**config.mk**
```make
export PLATFORM = sky130hd
export DESIGN_NAME = alert_scheduler
export DESIGN_NICKNAME = d
export VERILOG_FILES = /design/src/rtl/alert_scheduler.sv
export SDC_FILE = /design/constraint.sdc
export NUM_CORES = 1
export LEC_CHECK = 0
export CORE_UTILIZATION = 25
export CTS_CLUSTER_DIAMETER = 40
export DETAILED_ROUTE_END_ITERATION = 6
export MAX_ROUTING_LAYER = met4
export PLACE_DENSITY = 0.42
export SETUP_SLACK_MARGIN = 0.02
export SYNTH_ARGS = -nofsm -noshare
export SYNTH_HDL_FRONTEND = slang
export SYNTH_SLANG_ARGS = --single-unit
```
**constraint.sdc**
```tcl
create_clock -name clk -period 3.6 [get_ports clk]
set_input_delay 0.72 -clock clk [delete_from_list [all_inputs] [get_ports clk]]
set_output_delay 0.72 -clock clk [all_outputs]
set_load 0.02 [all_outputs]
```
**src/rtl/alert_scheduler.sv**
```systemverilog
// Purpose: arbitrates countdown and alarm ring requests onto one buzzer, with alarm snooze.
// Latency: events and button edges act on the next clock edge; all outputs are registered.
// Backpressure: none; requests that arrive while busy are held in pending flags or ignored.
module alert_scheduler #(
   parameter int TICK_DIV     = 12500000,
   parameter int RING_TICKS   = 240,
   parameter int SNOOZE_TICKS = 1200
) (
   input  logic       clk,
   input  logic       reset_n,
   input  logic       req_cdwn,
   input  logic       req_alarm,
   input  logic       ack,
   input  logic       snooze,
   output logic       buzz,
   output logic [1:0] active_src,
   output logic       snoozing
);
   localparam int PW = (TICK_DIV > 1) ? $clog2(TICK_DIV) : 1;
   localparam int RW = $clog2(RING_TICKS) + 1;
   localparam int SW = $clog2(SNOOZE_TICKS) + 1;
   localparam logic [PW-1:0] PRE_LAST = PW'(TICK_DIV - 1);
   localparam logic [RW-1:0] RING_LIM = RW'(RING_TICKS);
   localparam logic [SW-1:0] SNZ_LIM  = SW'(SNOOZE_TICKS);

   // State encoding doubles as the active_src output.
   typedef enum logic [1:0] {
      IDLE       = 2'b00,
      RING_CDWN  = 2'b01,
      RING_ALARM = 2'b10,
      SNOOZE     = 2'b11
   } state_t;

   state_t          state_q;
   logic [PW-1:0]   pre_q, pre_d;
   logic [RW-1:0]   ring_cnt_q, ring_inc_d;
   logic [SW-1:0]   snz_cnt_q, snz_inc_d;
   logic            buzz_q, snoozing_q;
   logic            pend_cdwn_q, pend_alarm_q;
   logic            cdwn_prev_q, ack_prev_q, snooze_prev_q;
   logic            tick;
   logic            cdwn_edge, ack_edge, snooze_edge;
   logic            alarm_ev, cdwn_ev, ring_end, snz_end;

   assign tick        = (pre_q == PRE_LAST);
   assign cdwn_edge   = req_cdwn & ~cdwn_prev_q;
   assign ack_edge    = ack & ~ack_prev_q;
   assign snooze_edge = snooze & ~snooze_prev_q;
   assign alarm_ev    = pend_alarm_q | req_alarm;
   assign cdwn_ev     = pend_cdwn_q | cdwn_edge;

   // Next values for the prescaler and the saturating tick counters.
   always_comb begin
      pre_d      = tick ? '0 : pre_q + PW'(1);
      ring_inc_d = (ring_cnt_q == RING_LIM) ? ring_cnt_q : ring_cnt_q + RW'(1);
      snz_inc_d  = (snz_cnt_q == SNZ_LIM) ? snz_cnt_q : snz_cnt_q + SW'(1);
   end

   // A ring stops on the ack edge or on the tick that brings the count to its limit.
   assign ring_end = ack_edge | (tick & (ring_inc_d == RING_LIM));
   assign snz_end  = tick & (snz_inc_d == SNZ_LIM);

   // Free-running prescaler and previous-value flops for the edge detectors.
   always_ff @(posedge clk or negedge reset_n) begin
      if (!reset_n) begin
         pre_q         <= '0;
         cdwn_prev_q   <= 1'b0;
         ack_prev_q    <= 1'b0;
         snooze_prev_q <= 1'b0;
      end else begin
         pre_q         <= pre_d;
         cdwn_prev_q   <= req_cdwn;
         ack_prev_q    <= ack;
         snooze_prev_q <= snooze;
      end
   end

   // Scheduler FSM; buzz and snoozing are registered alongside the state.
   always_ff @(posedge clk or negedge reset_n) begin
      if (!reset_n) begin
         state_q      <= IDLE;
         buzz_q       <= 1'b0;
         snoozing_q   <= 1'b0;
         ring_cnt_q   <= '0;
         snz_cnt_q    <= '0;
         pend_cdwn_q  <= 1'b0;
         pend_alarm_q <= 1'b0;
      end else begin
         case (state_q)
            IDLE: begin
               if (alarm_ev) begin
                  state_q      <= RING_ALARM;
                  buzz_q       <= 1'b1;
                  ring_cnt_q   <= '0;
                  pend_alarm_q <= 1'b0;
                  pend_cdwn_q  <= cdwn_ev;
               end else if (cdwn_ev) begin
                  state_q     <= RING_CDWN;
                  buzz_q      <= 1'b1;
                  ring_cnt_q  <= '0;
                  pend_cdwn_q <= 1'b0;
               end
            end
            RING_CDWN: begin
               if (ring_end) begin
                  ring_cnt_q <= '0;
                  if (snoozing_q) begin
                     // Countdown interrupted a snooze: resume it; the alarm is already snoozed.
                     state_q      <= SNOOZE;
                     buzz_q       <= 1'b0;
                     pend_alarm_q <= 1'b0;
                  end else if (alarm_ev) begin
                     state_q      <= RING_ALARM;
                     buzz_q       <= 1'b1;
                     pend_alarm_q <= 1'b0;
                  end else begin
                     state_q <= IDLE;
                     buzz_q  <= 1'b0;
                  end
               end else begin
                  if (req_alarm) pend_alarm_q <= 1'b1;
                  if (tick) begin
                     buzz_q     <= ~buzz_q;
                     ring_cnt_q <= ring_inc_d;
                  end
               end
            end
            RING_ALARM: begin
               if (ring_end) begin
                  ring_cnt_q <= '0;
                  if (cdwn_ev) begin
                     state_q     <= RING_CDWN;
                     buzz_q      <= 1'b1;
                     pend_cdwn_q <= 1'b0;
                  end else begin
                     state_q <= IDLE;
                     buzz_q  <= 1'b0;
                  end
               end else if (snooze_edge) begin
                  state_q    <= SNOOZE;
                  buzz_q     <= 1'b0;
                  snoozing_q <= 1'b1;
                  snz_cnt_q  <= '0;
                  if (cdwn_edge) pend_cdwn_q <= 1'b1;
               end else begin
                  if (cdwn_edge) pend_cdwn_q <= 1'b1;
                  if (tick) begin
                     buzz_q     <= ~buzz_q;
                     ring_cnt_q <= ring_inc_d;
                  end
               end
            end
            SNOOZE: begin
               if (ack_edge) begin
                  state_q    <= IDLE;
                  snoozing_q <= 1'b0;
                  snz_cnt_q  <= '0;
               end else if (cdwn_ev) begin
                  // Snooze count stays frozen while the countdown rings.
                  state_q     <= RING_CDWN;
                  buzz_q      <= 1'b1;
                  ring_cnt_q  <= '0;
                  pend_cdwn_q <= 1'b0;
               end else if (snz_end) begin
                  state_q    <= RING_ALARM;
                  buzz_q     <= 1'b1;
                  ring_cnt_q <= '0;
                  snoozing_q <= 1'b0;
                  snz_cnt_q  <= '0;
               end else if (tick) begin
                  snz_cnt_q <= snz_inc_d;
               end
            end
         endcase
      end
   end

   assign buzz       = buzz_q;
   assign active_src = state_q;
   assign snoozing   = snoozing_q;
endmodule

```
Word level (Yosys, flattened, before mapping)
Cells that the tools add are included.

cells by class
  shift-type cells = 0
  magnitude comparators = 0
  equal/unequal tests = 22
  reduce and logical (&&, ||, !) cells = 11
  multiply operators = 0
  divide/modulo/power cells = 0
  multiplexer cells = 62
  add/sub/neg operators = 3
  bitwise logic cells = 12

operators with widths
  operator                                                                  number
  9-bit 2-to-1 mux                                                          10
  12-bit 2-to-1 mux                                                         7
  9-bit one-hot mux with 4 select lines                                     1
  1-bit 2-to-1 mux                                                          27
  24-bit by 1-bit adder with 24-bit output (second input constant)          1
  12-bit by 11-bit equality test with 1-bit output (second input constant)  2
  24-bit equality test (second input constant)                              1
  24-bit 2-to-1 mux                                                         1
  3-bit inequality test (second input constant)                             8
  12-bit one-hot mux with 2 select lines                                    1
  2-bit 2-to-1 mux                                                          10
  9-bit by 8-bit equality test with 1-bit output (second input constant)    2
  12-bit by 1-bit adder with 12-bit output (second input constant)          1
  5-bit AND reduction                                                       2
  9-bit by 1-bit adder with 9-bit output (second input constant)            1
  2-bit inequality test (second input constant)                             4
  4-bit inequality test (second input constant)                             2
  2-bit one-hot mux with 4 select lines                                     1
  4-bit AND reduction                                                       2
  3-bit AND reduction                                                       2
  1-bit AND                                                                 5
  2-bit equality test (second input constant)                               2
  1-bit inverter                                                            4
  1-bit one-hot mux with 2 select lines                                     2
  other kinds (8)                                                           11

word-level totals
  RAM bits = 0
  bits in registers = 54
  input port bits = 6
  bits in read-only memories = 0
  output and inout bits = 4
  memories kept = 0
  latch bits = 0

Longest topological paths before layout
  word-level depth = 8
  mapped depth = 11

Worst setup path after synthesis
Ideal clock, no wire load.

  path kind = register -> register
  start point = reg snz_cnt_q[0]
  end point = reg ring_cnt_q[6]
  slack = 643 ps
  required time = 3,497 ps
  stages on the path, launching flop included = 10
  data arrival time = 2,853 ps
  clock period less this slack = 2,957 ps
  cell sequence = dfrtp_1 > inv_1 > ha_1 > or4b_1 > or3_1 > a211oi_2 > nand4_1 > a311o_1 > a211o_4 > o41ai_2

on the way
  word-level cells in the longest chain between the ends = 6

ends and longest elaborated chain
  item                                                                                                          RTL line  text
  start, declared                                                                                               37        logic [SW-1:0] snz_cnt_q, snz_inc_d;
  start signal, assigned                                                                                        171       snz_cnt_q <= snz_inc_d;
  12-bit by 1-bit adder with 12-bit output or 12-bit by 11-bit equality test with 1-bit output (tied branches)  56        snz_inc_d = (snz_cnt_q == SNZ_LIM) ? snz_cnt_q : snz_cnt_q + SW'(1);
  12-bit 2-to-1 mux *                                                                                           56
  12-bit by 11-bit equality test with 1-bit output *                                                            61        assign snz_end = tick & (snz_inc_d == SNZ_LIM);
  1-bit AND *                                                                                                   61
  3-bit inequality test (no line) *                                                                             n/a
  4-bit AND reduction (no line) *                                                                               n/a
  end signal, assigned                                                                                          124       ring_cnt_q <= ring_inc_d;
  end signal, assigned                                                                                          149       ring_cnt_q <= ring_inc_d;
  end, declared                                                                                                 36        logic [RW-1:0] ring_cnt_q, ring_inc_d;

Every way passes the cells marked *; elsewhere a longest branch is shown, timed or not.
A chain may end at the register's enable or synchronous reset.

Worst setup path in the final report
Ends and elaborated chain as after synthesis.

==> impl_metrics.json <==
{
  "drive_gt1_frac": 0.0938,
  "setup_slack_ns": 0.307,
  "yosysTopAreaCell": "dfrtp_1",
  "yosysWarnings": 0,
  "synthCells": 365,
  "yosys.area.top_type_share": 0.396,
  "synth_area_leaders": "dfrtp_1, xnor2_1, o31ai_1",
  "antenna_left": 0,
  "endpoint_kind": "flip-flop",
  "ctsLongestPathBuffers": 2,
  "vias": 2722,
  "route.detailed.drc": 0,
  "clock_latency_ns": 0.30,
  "wl_per_cell_um": 15.2,
  "fin_crit_ns": 3.29,
  "cts.clk_slew.worst_paths_ns": 0.07,
  "final_cell_mix": "dfrtp_1, nor2_1, nand2_1",
  "grt_pass1_vias": 2705,
  "ys_seq_area_frac": 0.396,
  "layout_commonest_cell": "dfrtp_1",
  "max_clock_freq_mhz": 304,
  "crit_arrival_ns": 3.50,
  "r2r-end": "ring_cnt_q[6]$_DFFE_PN0P_",
  "row_count": 42,
  "place.gp.congestion": 0.792,
  "antenna_cells": 0,
  "p_leak_nw": 1.55,
  "syn_nets": 380,
  "final.setup.tns_ns": 0,
  "cap_violations": 0,
  "fp.dieH_um": 119,
  "place_ws_ns": 0.304,
  "cp_max_fo": 8,
  "overflow": 0,
  "min_period_over_period": 0.915,
  "cts_tree": "done",
  "final-seq-area_um2": 1350,
  "crit_required_ns": 3.80,
  "hold_path.class": "flip-flop to flip-flop",
  "tightest_slew_ns": 0.988,
  "ctsHtreeMaxLevel": 2,
  "post_synth_instance_area_um2": 3410,
  "synthArstFlopShare": 1.00,
  "synthDistinctLibCells": 67,
  "final_net_count": 388,
  "grt_start_max_net_pins": 42,
  "place_hpwl_um": 5810,
  "critical_path_class": "flip-flop to flip-flop",
  "avgSynthCellArea_um2": 9.35,
  "cts_hold_buf": 0,
  "postCtsSetupRepairBufs": 0,
  "firstDrtPassIters": 4,
  "port_buffers": 9,
  "core_area_um2": 13300,
  "clkSinkCount": 54,
  "fin_skew_ns": 0.00570,
  "rr_startpoint": "snz_cnt_q[0]$_DFFE_PN0P_",
  "critical_path.endpoint": "ring_cnt_q[6]$_DFFE_PN0P_",
  "hold_violations": 0,
  "ioPinCount": 10,
  "synth-edff-count": 0,
  "grt_setup_unrepaired": "no",
  "powerDensity_nw_per_um2": 491,
  "grt_usage": 0.130,
  "nFillCells": 1388,
  "hold_depth": 1,
  "fin_util": 0.288,
  "slew_headroom": 0.341,
  "drt-initial-drc-count": 243,
  "ys_ff_latch": 54,
  "setup_violations": 0,
  "grt_pass1_wl_um": 14200,
  "finalWirelength_um": 8370,
  "r2r_cells": 9,
  "initial_utilization": 0.257,
  "cts-resized-gates": 0,
  "start_kind": "flip-flop",
  "chipWidth_um": 119,
  "area_delta_synth_final_pct": 12.1,
  "r2r_slack_ns": 0.31,
  "drt-vias-per-instance": 4.96,
  "cp-startpoint": "snz_cnt_q[0]$_DFFE_PN0P_",
  "ys.flop_type": "dfrtp_1",
  "die-area_um2": 14100,
  "cts-root-buf": "clkbuf_16",
  "status": "finished, final reports clean",
  "multiInputGateArea_um2": 1930,
  "grt_antenna_before_repair": 0,
  "drv_slew": 0,
  "peakVddDrop_uv": 356,
  "cts_made_buffers": 5
}
==> cells by family after synthesis <==
family                   after synthesis  synth area share
AO/OA/AOI/OAI                         83             0.191
XOR/XNOR                              26            0.0667
multiplexers                           7            0.0213
adder cells (fa/ha/maj)                9            0.0330
AND/OR/NAND/NOR                      157             0.252
buffers and inverters                 29            0.0396
flip-flops                            54             0.396
==> power by group <==
part           leakage, nW  switching (mW)  internal (mW)
clock network       0.0619           0.232          0.255
registers            0.720          0.0397          0.645
logic                0.771           0.426          0.281
==> worst min path at each step <==
stage                            start                    to  slack, ns
floorplan                      reset_n  ack_prev_q$_DFF_PN0_       0.42
global placement    pre_q[0]$_DFF_PN0_    pre_q[0]$_DFF_PN0_       0.48
detailed placement  pre_q[0]$_DFF_PN0_    pre_q[0]$_DFF_PN0_       0.48
CTS                 pre_q[0]$_DFF_PN0_    pre_q[0]$_DFF_PN0_       0.49
global route        pre_q[0]$_DFF_PN0_    pre_q[0]$_DFF_PN0_       0.51
finish              pre_q[0]$_DFF_PN0_    pre_q[0]$_DFF_PN0_       0.49
==> worst max-delay path, cell delays in order, from the launching register on <==
cell and delay (ns):
dfrtp_1 0.48, inv_1 0.12, ha_1 0.32, or4b_1 0.52
or3_1 0.35, a211oi_2 0.22, nand4_1 0.15, a311o_1 0.38
a211o_4 0.38, o41ai_2 0.27
==> sequential cells by signal, indices dropped and copies added (netlist names) <==
register / cells
buzz: 1
ack_prev_q: 1
snz_cnt_q: 12
pend_alarm_q: 1
pend_cdwn_q: 1
snoozing: 1
snooze_prev_q: 1
pre_q: 24
active_src: 2
cdwn_prev_q: 1
ring_cnt_q: 9
==> per-layer routing <==
layer  part of all wire  track usage  up-vias
met4             0.0087       0.0403        0
met5                  0            -        -
li1                   -            -     1356
met2               0.44        0.189       38
met1               0.52        0.182     1323
met3              0.029       0.0239        5
==> layout make-up <==
cell class / count / area share
timing repair buffer: 15 / 0.0340
tap: 176 / 0.0576
clock buffer: 5 / 0.0327
clock inverter: 2 / 0.00393
sequential: 54 / 0.353
inverter: 15 / 0.0147
multi-input combinational: 282 / 0.504
==> metrics by stage <==
step           instances  power [mW]  hold slack, ns  instance area (um^2)
5_1_grt              549        2.00           0.514                  3820
2_1_floorplan        365        1.19           0.424                  3410
4_1_cts              549        1.91           0.494                  3820
3_5_place_dp         542        1.40           0.483                  3680
6_report             549        1.88           0.493                  3820
3_3_place_gp         542        1.41           0.481                  3680
==> Yosys cell counts (3+ instances only) <==
library cell	n
and3_1	8
xor2_1	11
nand2b_1	4
o21ai_1	9
nor3_1	3
o31ai_1	16
a21oi_1	10
nor2b_1	4
buf_2	3
a21o_1	5
or2_2	4
and3b_1	3
nor2_1	31
inv_1	15
nand4_1	11
dfrtp_1	54
a22o_1	4
ha_1	9
mux2i_1	5
a32o_1	3
xnor2_1	15
o21ai_0	5
a31oi_1	3
or3_1	6
nand3_1	18
nor4b_1	3
clkbuf_1	7
buf_6	3
nand2_1	30
and2_1	5
nor4_1	8
o211ai_1	4
and4_1	4
Note: power is estimated with default switching activity, not from simulation.
==> variant (config.mk and constraints unchanged) <==
Change the parameter `TICK_DIV` from 12500000 to 50000000.
--- a/src/rtl/alert_scheduler.sv
+++ b/src/rtl/alert_scheduler.sv
@@ -3,5 +3,5 @@
 // Backpressure: none; requests that arrive while busy are held in pending flags or ignored.
 module alert_scheduler #(
-   parameter int TICK_DIV     = 12500000,
+   parameter int TICK_DIV     = 50000000,
    parameter int RING_TICKS   = 240,
    parameter int SNOOZE_TICKS = 1200
Behaviour: same outputs for any inputs over 10 cycles, from zero or initial values and one cycle with reset_n low; that may be too few to reach the edited logic, so the function may still have changed.
==> variant against the unedited design <==
Worst hold slack lost 0.14 ns. Worst setup slack gained 0.34 ns. Utilization grew 0.30 points. Via count grew 0.11%. Sequential cell count grew 2. Sequential power grew 2%. Synthesized area grew 0.99%. Final cell count grew 1.8%. Power shrank 2.8%. Cell area grew 1.4%. Clock skew grew 0.0028 ns. Critical path depth shrank 1. Wire length shrank 6.2%.
==> variant: results (changes against the unedited design) <==
* Initial antenna violation count at 0 (unchanged)
* Worst path slowest cell: or3_1 (was or4b_1)
* CP arrival at 3.18 ns (was 3.50 ns)
* Yosys reg bits at 56 (was 54)
* Top cells by area, synth: dfrtp_1, nand3_1, xor2_1 (was dfrtp_1, xnor2_1, o31ai_1)
* IO Port Bufs at 9 (unchanged)
* Run status: finished, final reports clean (unchanged)
* Hpwl dp at 5633 um (was 5815 um)
* Net Count, Synth at 389 (was 380)
* Sequential area share after synthesis at 40.65% (was 39.59%)
* Skew final at 0.008484 ns (was 0.005705 ns)
* Nets@finish at 397 (was 388)
* Min-Delay Path Class: in -> async (was reg -> reg)
* Largest net degree at the start of global routing at 23 (was 42)
* GP Congestion at 0.7650 (was 0.7924)
* Peak supply drop at 0.1958 mV (was 0.3559 mV)
* Largest registers: pre_q x26, snz_cnt_q x12, ring_cnt_q x9 (was pre_q x24, snz_cnt_q x12, ring_cnt_q x9)
* Skew-Pair Late Insertion Delay at 0.30 ns (about the same)
* H-tree Lvls at 2 (unchanged)
* Yosys warning total at 0 (unchanged)
* Count of cell types in the netlist at 66 (was 67)
* Root Buffer: clkbuf_16 (unchanged)
* Post-synth top cells: dfrtp_1, nor2_1, nand2_1, nand3_1, o21ai_0 (was dfrtp_1, nor2_1, nand2_1)
* Drt via density at 4.875 (was 4.958)
* Max incr delay on CP at 0.47 ns (was 0.52 ns)
* CTS resizes at 0 (unchanged)
* Vias in the first global route at 2608 (was 2705)
* Initial DRC Count at 213 (was 243)
* Post-CTS Setup Inserts at 0 (unchanged)
* TritonCTS buffer count at 5 (unchanged)
* Async SR Flop Fraction at 100.0% (unchanged)
* Int Pwr at 1.198 mW (was 1.180 mW)
* Detailed Routing Iterations Pass 1 at 4 (unchanged)
* Share of cells above drive strength 1 at 7.572% (was 9.383%)
* Total GRT Usage at 12.26% (was 12.98%)
* WL/cell at 14.04 um (was 15.25 um)
* Worst-path clk slew at 0.08 ns
* CP max FO at 8 (unchanged)
* First-pass GRT wire length at 13500 um (was 14180 um)
* Antenna Cells at 0 (unchanged)
* Slew Limit Headroom at 66.75% (was 34.11%)
* Top reg by flops: pre_q (unchanged)
* Lkg Pwr at 1.655 nW (was 1.554 nW)
* Clock Path Buffers at 2 (unchanged)
* Final Hold Viols at 0 (unchanged)
## variant: cell types whose count changed after synthesis, sizes merged, moves of 4 or more
cell / change
xor2: +4
o31ai: -11
o21ai: +12
mux2i: -4
nand3: +9
and3: +6
nor4: -8
nor3: +4
inv: +4
or2: -5
## variant: routing by layer
layer  up-vias  track usage (%)  wire, um
met3         7            2.443       192
met1      1323            16.35      3969
met2        25            18.75      3604
met4         0            3.672        85
met5         -                -         0
li1       1370                -         -
## variant: path summary, 6_finish.rpt
path	endpoint	from	depth (start not counted)	slack, ns
hold reg to reg	pre_q[0]	pre_q[0]	1	0.50
setup reg to reg	ring_cnt_q[6]	pre_q[0]	8	0.65
setup / recovery	ring_cnt_q[6]	pre_q[0]	8	0.65
min in group clk	pre_q[0]	pre_q[0]	1	0.50
max in group asynchronous	snooze_prev_q	reset_n	2	2.56
hold / removal	pre_q[25]	reset_n	1	0.36
## variant: final cells by class
type	count	area [um^2]
tap	176	220.2
timing repair buffer	13	115.1
clock inverter	1	7.507
fill	1446	9468
multi-input combinational	287	1922
sequential	56	1401
clock buffer	7	142.6
inverter	19	71.32
## variant: cell families (layout without fill, tap and decap cells)
| family | Yosys count | after routing | synth area share, % |
|---|---|---|---|
| XOR/XNOR | 27 | 27 | 6.860 |
| AO/OA/AOI/OAI | 79 | 79 | 16.37 |
| multiplexers | 4 | 4 | 1.379 |
| buffers and inverters | 31 | 40 | 3.593 |
| flip-flops | 56 | 56 | 40.65 |
| AND/OR/NAND/NOR | 168 | 168 | 27.88 |
| adder cells (fa/ha/maj) | 9 | 9 | 3.267 |
## variant: worst max-delay path, delay by kind of cell, from the launching register on
kind | cells | cell delay [ns]
fa+ha+maj | 1 | 0.19
compound gates | 2 | 0.52
flops | 1 | 0.40
simple gates | 5 | 1.77
## variant: power groups by stage
stage	combinational (mW)	sequential, mW	clock (mW)
after floorplan	0.414	0.728	0
after global placement	0.617	0.710	0
after global routing	0.682	0.705	0.561
after detailed placement	0.615	0.711	0
final	0.614	0.699	0.513
after CTS	0.620	0.700	0.537
## variant: stage by stage
| step | util, % | instance area, um^2 | worst slack (ns) | hold WS, ns | std cells |
|---|---|---|---|---|---|
| 2_1_floorplan | - | 3447 | 0.8733 | 0.4244 | 374 |
| 3_3_place_gp | 27.94 | 3730 | 0.6312 | 0.4793 | 551 |
| 3_5_place_dp | 27.94 | 3730 | 0.5979 | 0.4959 | 551 |
| 4_1_cts | 29.07 | 3880 | 0.5794 | 0.3753 | 559 |
| 5_1_grt | 29.07 | 3880 | 0.3815 | 0.4042 | 559 |
| 6_report | 29.07 | 3880 | 0.6460 | 0.3572 | 559 |
